### src/rtl/reorder_buffer.sv
// In-order retirement buffer: allocates at tail on issue, collects CDB results,
// retires the head in program order and flushes everything on a branch mispredict.
module reorder_buffer #(
    parameter int         ROB_SIZE  = 16,
    parameter int         TAG_W     = 4,
    parameter logic [2:0] OPT_BTYPE = 3'd1,
    parameter logic [2:0] OPT_JAL   = 3'd2,
    parameter logic [2:0] OPT_JALR  = 3'd3
) (
    input  logic             clk_in,
    input  logic             rst_in,
    input  logic             rdy_in,
    input  logic             issue_valid,
    input  logic [5:0]       issue_op,
    input  logic [2:0]       issue_op_type,
    input  logic [31:0]      issue_pc,
    input  logic             issue_pred_taken,
    input  logic [4:0]       issue_rd,
    output logic [TAG_W-1:0] issue_tag,
    output logic             rob_full,
    input  logic             wb_valid,
    input  logic [TAG_W-1:0] wb_tag,
    input  logic [31:0]      wb_value,
    input  logic [31:0]      wb_target,
    output logic             rob_commit,
    output logic [31:0]      rob_pc_commit,
    output logic [5:0]       rob_op_commit,
    output logic [2:0]       rob_op_type,
    output logic [31:0]      rob_result,
    output logic [31:0]      rob_pc_result,
    output logic [4:0]       commit_rd,
    output logic [31:0]      commit_value,
    output logic             roll_back,
    output logic [31:0]      roll_back_pc
);

    localparam logic [TAG_W:0] FULL_COUNT = (TAG_W+1)'(ROB_SIZE);

    logic [ROB_SIZE-1:0] r_busy;
    logic [ROB_SIZE-1:0] r_ready;
    logic [5:0]          r_op         [ROB_SIZE];
    logic [2:0]          r_op_type    [ROB_SIZE];
    logic [31:0]         r_pc         [ROB_SIZE];
    logic                r_pred_taken [ROB_SIZE];
    logic [4:0]          r_rd         [ROB_SIZE];
    logic [31:0]         r_value      [ROB_SIZE];
    logic [31:0]         r_target     [ROB_SIZE];

    logic [TAG_W-1:0] r_head;
    logic [TAG_W-1:0] r_tail;
    logic [TAG_W:0]   r_count;

    logic        r_commit;
    logic [31:0] r_pc_commit;
    logic [5:0]  r_op_commit;
    logic [2:0]  r_op_type_commit;
    logic [31:0] r_result;
    logic [31:0] r_pc_result;
    logic [4:0]  r_commit_rd;
    logic [31:0] r_commit_value;
    logic        r_roll_back;
    logic [31:0] r_roll_back_pc;

    logic        w_full;
    logic        w_issue;
    logic        w_wb;
    logic        w_commit;
    logic        w_is_b;
    logic        w_is_jump;
    logic        w_taken;
    logic        w_mispredict;
    logic [31:0] w_result;
    logic [31:0] w_pc_result;

    assign w_full   = (r_count == FULL_COUNT);
    assign w_issue  = issue_valid && !w_full;
    assign w_wb     = wb_valid && r_busy[wb_tag];
    assign w_commit = r_busy[r_head] && r_ready[r_head];

    assign w_is_b       = (r_op_type[r_head] == OPT_BTYPE);
    assign w_is_jump    = (r_op_type[r_head] == OPT_JAL) || (r_op_type[r_head] == OPT_JALR);
    assign w_taken      = r_value[r_head][0];
    assign w_mispredict = w_commit && w_is_b && (w_taken != r_pred_taken[r_head]);

    always_comb begin
        w_result    = r_value[r_head];
        w_pc_result = r_pc[r_head] + 32'd4;
        if (w_is_b) begin
            w_result = {31'b0, w_taken};
        end else if (r_op_type[r_head] == OPT_JALR) begin
            w_result = r_target[r_head];
        end
        if ((w_is_b && w_taken) || w_is_jump) begin
            w_pc_result = r_target[r_head];
        end
    end

    // Per-entry status bits; a flush wins over any same-edge issue or writeback.
    genvar gi;
    generate
        for (gi = 0; gi < ROB_SIZE; gi = gi + 1) begin : g_entry
            always_ff @(posedge clk_in or negedge rst_in) begin
                if (!rst_in) begin
                    r_busy[gi]  <= 1'b0;
                    r_ready[gi] <= 1'b0;
                end else if (rdy_in) begin
                    if (w_mispredict) begin
                        r_busy[gi]  <= 1'b0;
                        r_ready[gi] <= 1'b0;
                    end else if (w_issue && (r_tail == TAG_W'(gi))) begin
                        r_busy[gi]  <= 1'b1;
                        r_ready[gi] <= 1'b0;
                    end else begin
                        if (w_commit && (r_head == TAG_W'(gi))) begin
                            r_busy[gi] <= 1'b0;
                        end
                        if (w_wb && (wb_tag == TAG_W'(gi))) begin
                            r_ready[gi] <= 1'b1;
                        end
                    end
                end
            end
        end
    endgenerate

    always_ff @(posedge clk_in) begin
        if (rdy_in && !w_mispredict) begin
            if (w_issue) begin
                r_op[r_tail]         <= issue_op;
                r_op_type[r_tail]    <= issue_op_type;
                r_pc[r_tail]         <= issue_pc;
                r_pred_taken[r_tail] <= issue_pred_taken;
                r_rd[r_tail]         <= issue_rd;
            end
            if (w_wb) begin
                r_value[wb_tag]  <= wb_value;
                r_target[wb_tag] <= wb_target;
            end
        end
    end

    always_ff @(posedge clk_in or negedge rst_in) begin
        if (!rst_in) begin
            r_head           <= '0;
            r_tail           <= '0;
            r_count          <= '0;
            r_commit         <= 1'b0;
            r_pc_commit      <= '0;
            r_op_commit      <= '0;
            r_op_type_commit <= '0;
            r_result         <= '0;
            r_pc_result      <= '0;
            r_commit_rd      <= '0;
            r_commit_value   <= '0;
            r_roll_back      <= 1'b0;
            r_roll_back_pc   <= '0;
        end else if (rdy_in) begin
            r_commit    <= w_commit;
            r_roll_back <= w_mispredict;
            if (w_commit) begin
                r_pc_commit      <= r_pc[r_head];
                r_op_commit      <= r_op[r_head];
                r_op_type_commit <= r_op_type[r_head];
                r_result         <= w_result;
                r_pc_result      <= w_pc_result;
                r_commit_rd      <= r_rd[r_head];
                r_commit_value   <= r_value[r_head];
            end
            if (w_mispredict) begin
                r_roll_back_pc <= w_pc_result;
                r_head         <= '0;
                r_tail         <= '0;
                r_count        <= '0;
            end else begin
                if (w_commit) begin
                    r_head <= r_head + 1'b1;
                end
                if (w_issue) begin
                    r_tail <= r_tail + 1'b1;
                end
                case ({w_issue, w_commit})
                    2'b10:   r_count <= r_count + 1'b1;
                    2'b01:   r_count <= r_count - 1'b1;
                    default: r_count <= r_count;
                endcase
            end
        end else begin
            r_commit    <= 1'b0;
            r_roll_back <= 1'b0;
        end
    end

    assign issue_tag     = r_tail;
    assign rob_full      = w_full;
    assign rob_commit    = r_commit;
    assign rob_pc_commit = r_pc_commit;
    assign rob_op_commit = r_op_commit;
    assign rob_op_type   = r_op_type_commit;
    assign rob_result    = r_result;
    assign rob_pc_result = r_pc_result;
    assign commit_rd     = r_commit_rd;
    assign commit_value  = r_commit_value;
    assign roll_back     = r_roll_back;
    assign roll_back_pc  = r_roll_back_pc;

endmodule
### config.mk
export PLATFORM = sky130hd
export DESIGN_NAME = reorder_buffer
export DESIGN_NICKNAME = d
export VERILOG_FILES = /design/src/rtl/reorder_buffer.sv
export SDC_FILE = /design/constraint.sdc
export NUM_CORES = 2
export LEC_CHECK = 0
export ABC_AREA = 1
export CORE_MARGIN = 5
export CORE_UTILIZATION = 40
export DETAILED_ROUTE_END_ITERATION = 8
export SYNTH_ARGS = -nofsm -noshare
export SYNTH_HDL_FRONTEND = slang
export SYNTH_SLANG_ARGS = --single-unit
### constraint.sdc
create_clock -name clk_in -period 11.4 [get_ports clk_in]
set_input_delay 1.14 -clock clk_in [delete_from_list [all_inputs] [get_ports clk_in]]
set_output_delay 1.14 -clock clk_in [all_outputs]
set_load 0.02 [all_outputs]
Yosys cells after proc, flatten, opt, wreduce, memory -nomap -nowiden
Memories as Yosys holds them, arrays and structs flattened. A register that Yosys moved wholly into a read port is not among the register bits. Cells that the tools add are included.

Memory bits (writable): 1776. Bits in read-only memories: 0. Input bits: 120. Logic and storage cells: 364. Register bits: 210. Latch bits: 0. Output and inout port bits: 181. Memories: 7.

Div/mod/pow operators: 0. Shift-type cells: 0. Magnitude comparators: 2. Equal/unequal tests: 52. Bitwise gates (word level): 0. Mux-type cells: 119. Multiply operators: 0. Reduce and logical (&&, ||, !) cells: 136. Add/sub/neg operators: 5.

Memories: r_pc (words 16, width 32, rd ports 1, clocked after memory_dff 0, write ports 1, RTL line 43) `logic [31:0] r_pc [ROB_SIZE];`; r_target (words 16, width 32, rd ports 1, clocked after memory_dff 0, write ports 1, RTL line 47) `logic [31:0] r_target [ROB_SIZE];`; r_value (words 16, width 32, rd ports 1, clocked after memory_dff 0, write ports 1, RTL line 46) `logic [31:0] r_value [ROB_SIZE];`; r_op (words 16, width 6, rd ports 1, clocked after memory_dff 1, write ports 1, RTL line 41) `logic [5:0] r_op [ROB_SIZE];`; r_rd (words 16, width 5, rd ports 1, clocked after memory_dff 1, write ports 1, RTL line 45) `logic [4:0] r_rd [ROB_SIZE];`; r_op_type (words 16, width 3, rd ports 1, clocked after memory_dff 0, write ports 1, RTL line 42) `logic [2:0] r_op_type [ROB_SIZE];`; +1 memories.

Operators with widths (number): $mux 1 (107); $reduce_bool 3->1 (33); $eq 4x4->1 const B (24); $mux 32 (3); $reduce_and 2->1 (37); $logic_and 1x1->1 (55); $eq 4x3->1 const B (12); $add 32x3->32 const B (1); $eq 4x2->1 const B (6); $mux 4 (4); $bmux 1 s4 (3); $eq 4x1->1 const B (3); $logic_not 4->1 (3); $lt 4x5->1 const B (2); $pmux 5 s2 (1); $add 4x1->4 const B (2); $eq 3x2->1 const B (2); $add 5x1->5 const B (1); $eq 5x5->1 const B (1); $mux 5 (1); $sub 5x1->5 const B (1); $logic_not 1->1 (4); $reduce_bool 2->1 (2); $eq 3x1->1 const B (1); 4 further kinds (5).

Longest topological paths before layout
Depth after elaboration: 9. Depth in mapped cells: 24. Gate-level depth less buffers: 20.

Least setup slack after synthesis
Ideal clock, no wire load.

Path kind: input to register. Start: in wb_tag[0]. End: mem r_target[0][0] (enable). Required time: 10914 ps. Setup time: 486 ps. Arrival: 4991 ps. Setup slack: 5922 ps. Buffers on the path: 0. Stages on the path: 9. Path through: nor2_1 -> a22oi_1 -> nand2_1 -> nand3_1 -> nand3_1 -> o211ai_1 -> nor3_1 -> nand2_1 -> nor2_1.

Cells in the longest elaborated chain, start to end: 6.

Ends and longest elaborated chain: from (decl) (RTL line 22) `input logic [TAG_W-1:0] wb_tag,`; $bmux 1 s4 (RTL line 77) `assign w_wb = wb_valid && r_busy[wb_tag];`; $mux 1 (not written as such) (RTL line 77); $logic_and 1x1->1 (RTL line 77); $mux 1 (RTL line 135) `if (w_wb) begin`; $mux 1 (RTL line 127) `if (rdy_in && !w_mispredict) begin`; $mux 1 (not written as such) (RTL line 137) `r_target[wb_tag] <= wb_target;`; to (decl) (RTL line 47).

Parallel ways exist; a longest one is shown, timed or not. The select of a mux whose other input is x is not followed.

Final worst setup path
Start: reg r_head[0]. End: mem r_value[1][20] (enable).

Cells in the longest elaborated chain, start to end: 9. Elaborated cells on any way between the ends: 16. Classes of those cells: 2 x eq/ne; 6 x mux; 5 x reduce/logical; 3 x memory.

Ends and longest elaborated chain: from (decl) (RTL line 49) `logic [TAG_W-1:0] r_head;`; from (signal assigned) (RTL line 176) `r_head <= r_head + 1'b1;`; branches (longest 4 deep; another with $mem_v2 16x3); $logic_and 1x1->1 * (RTL line 83) `assign w_mispredict = w_commit && w_is_b && (w_taken != r_pred_taken[r_head]);`; $logic_not 1->1 * (RTL line 127); $logic_and 1x1->1 * (RTL line 127); $mux 1 * (RTL line 127); $mux 1 (not written as such) * (RTL line 136) `r_value[wb_tag] <= wb_value;`; to (decl) (RTL line 46).

Every way passes the cells marked *. The select of a mux whose other input is x is not followed.

==> reports/qor.txt <==
Clock skew - 0.04796 ns
Syn Area/Cell - 11.55 µm²
Netlist cell types - 38
FF+latch count, synth - 1,997
Drt wl/cell - 23.99 µm
First-pass GRT wire length - 351,700 µm
Final setup margin - 4.868 ns
Total Power - 24.19 mW
RSZ-0062 raised after global routing - no
Total grt overflow - 0
Clock latency on the worst-skew pair - 0.85 ns
I/O Buffers - 300
# resized after CTS - 0
Final net count - 7,334
Initial drt markers - 5,867
Share of layout cells above drive strength 1 - 5.776%
Commonest non-fill, non-tap cell in the layout - edfxtp_1
Initial antenna violation count - 43
Max Slew Vio Count - 0
Pre-antenna DRT Iters - 6
FILL cells - 18,069
Die Ht - 460.5 µm
Detail Route Antenna Nets - 0
Die width - 460.5 µm
Layout area overhead - 14.56%
Routed via count - 54,423
Register area share after synthesis - 72.50%
IO Count - 301
Htree depth - 4
Maximum VDD drop - 254.6 µV
Worst Max-Slew Pin Slew - 1.351 ns
WP data arrival - 6.98 ns
Post-route DRC - 0
Final Hold Vio Count - 0
Largest net degree at the start of global routing - 221
Clk sinks - 1,997
Setup WS pre-CTS - 4.976 ns
Setup violators final - 0
Inserted Clock Buffers - 200
Status - complete, no violations
Cell area after synthesis - 81,180 µm²
Final TNS setup - 0 ns
Max Fanout on Critical Path - 217
Clk root buf - clkbuf_16
WS Path Type - flop to flop
Core box area - 202,100 µm²
Synth Net Count - 7,161
Leak pwr - 34.13 nW
Critical path startpoint category - flop
Post-DP HPWL - 135,800 µm
Highest Clock Rate - 0.1531 GHz
Initial core utilization - 40.17%
Syn. warnings - 0
Vias in the first global route - 51,345
Commonest cells after routing, fill and taps aside - edfxtp_1 (1,776), nand2_1 (1,759), nor2_1 (818)
Placer Congestion - 0.8926
# rows - 165
Hold Slack - 0.2680 ns
Post-CTS setup buffer count - 0
Syn Inst Count - 7,028
WL final - 241,400 µm
HP Class - primary input to async pin
Tmin final - 6.532 ns
Pwr/cell area - 260.1 nW/µm²
Max Root-Sink Buffers - 3
CTS tree - done
DR vias/cell - 5.409
Die area - 212,100 µm²
WP data required - 11.85 ns
Total GRT Usage - 22.30%
Relative slew margins - 9.947%
Final Cycle Share - 57.30%
Hold-fix buffers, CTS - 0
CP Capture Type - flop
Worst-path clk slew - 0.06 ns
Max Cap Viol - 0
metrics by stage:
stage	utilization (%)	area [µm²]	std cells
after floorplan	-	81180	7028
after global placement	42.80	86500	9671
after detailed placement	42.80	86500	9671
after CTS	46.00	92970	10047
after global routing	46.01	92990	10055
final	46.02	93010	10061
power by group:
group | internal [mW] | switching [mW] | total (mW)
logic | 2.39 | 6.47 | 8.86
registers | 8.47 | 0.386 | 8.85
clock network | 3.69 | 2.79 | 6.48
total | 14.5 | 9.64 | 24.2
cell families (layout without fill, tap and decap cells):
family                     count (synthesis)  in the layout  synth area share (%)
and+or+nand+nor                         2931           2931                 14.23
DFF                                     1997           1997                 72.50
AOI/OAI and AO/OA                       1239           1239                 8.401
buffers and inverters                    830           1177                 4.459
xor gates and xnor gates                  16             16                0.1726
adders and majority gates                 13             13                0.2096
muxes                                      2              2               0.02466
other                                      0             14                     0
synthesized netlist by cell type:
cell	instances	area share, %
inv_1	418	1.9
nand3b_1	1	0.0093
nor2_1	855	4.0
o22ai_1	339	2.6
buf_6	24	0.33
nor2_2	5	0.039
inv_4	1	0.0077
or2_2	1	0.0077
nor2_4	5	0.069
clkinv_1	1	0.0046
nand3_1	216	1.3
a22oi_1	8	0.074
xnor2_1	1	0.011
edfxtp_1	1776	66
a21oi_1	40	0.25
nand2_1	1759	8.1
nand4_1	74	0.57
a22o_1	12	0.13
buf_1	16	0.074
fa_1	1	0.025
o21ai_0	762	4.7
clkbuf_1	191	0.88
dfrtp_1	221	6.8
nand3_2	1	0.012
nor3_1	3	0.018
mux2i_1	2	0.025
buf_2	137	0.84
o21ai_1	42	0.26
a221oi_1	8	0.086
o211ai_1	22	0.20
inv_2	2	0.0093
nand2_2	2	0.015
buf_4	40	0.37
a221oi_2	4	0.074
or2_1	9	0.069
ha_1	12	0.18
xor2_1	15	0.16
o21a_1	2	0.018
final timing paths:
kind                                        from                 to  slack (ns)  depth (start not counted)
max in group asynchronous                 rst_in  rob_pc_result[16]        9.50                          2
worst max register to register         r_head[0]     r_value[1][20]        4.87                         15
min in group clk_in             commit_value[13]   commit_value[13]        0.47                          2
worst max-delay path                   r_head[0]     r_value[1][20]        4.87                         15
worst min-delay path                      rst_in   rob_pc_commit[4]        0.27                          1
worst min register to register  commit_value[13]   commit_value[13]        0.47                          2
sequential cells by signal, indices dropped and copies added, names as in the netlist, 48 cells and up:
register   count
r_op          96
r_pc         512
r_rd          80
r_op_type     48
r_value      512
r_target     512
routing by layer:
layer / vias up / global-route usage (%) / share of wire, %
li1: 24736 / - / -
met1: 27049 / 30.46 / 41
met2: 2176 / 35.26 / 47
met3: 440 / 4.077 / 7.5
met4: 22 / 9.298 / 4.4
met5: - / 0 / 0.058
layout make-up:
cell class / instances / area, µm² / share of cell area (%)
Tap cell: 2672 / 3343 / 3.595
Multi-Input combinational cell: 4201 / 18980 / 20.41
Inverter: 422 / 1617 / 1.738
Clock inverter: 102 / 945.9 / 1.017
Clock buffer: 274 / 5524 / 5.939
Timing Repair Buffer: 379 / 3689 / 3.966
Sequential cell: 1997 / 58870 / 63.30
Antenna cell: 14 / 35.03 / 0.03767
critical path, cell delays in order, from the launching register on:
cell and delay, ns:
dfrtp_4 0.90, buf_12 0.65, buf_12 0.70, nor2_1 0.11
nor2_1 0.13, o21ai_1 0.08, o21ai_0 0.12, nand2_1 0.07
nand2_1 0.09, nor2_2 0.07, xor2_1 0.24, nor2_4 0.06
buf_4 0.28, buf_4 0.39, nor2_4 0.99, buf_4 0.77
(Power assumes the default switching activity.)
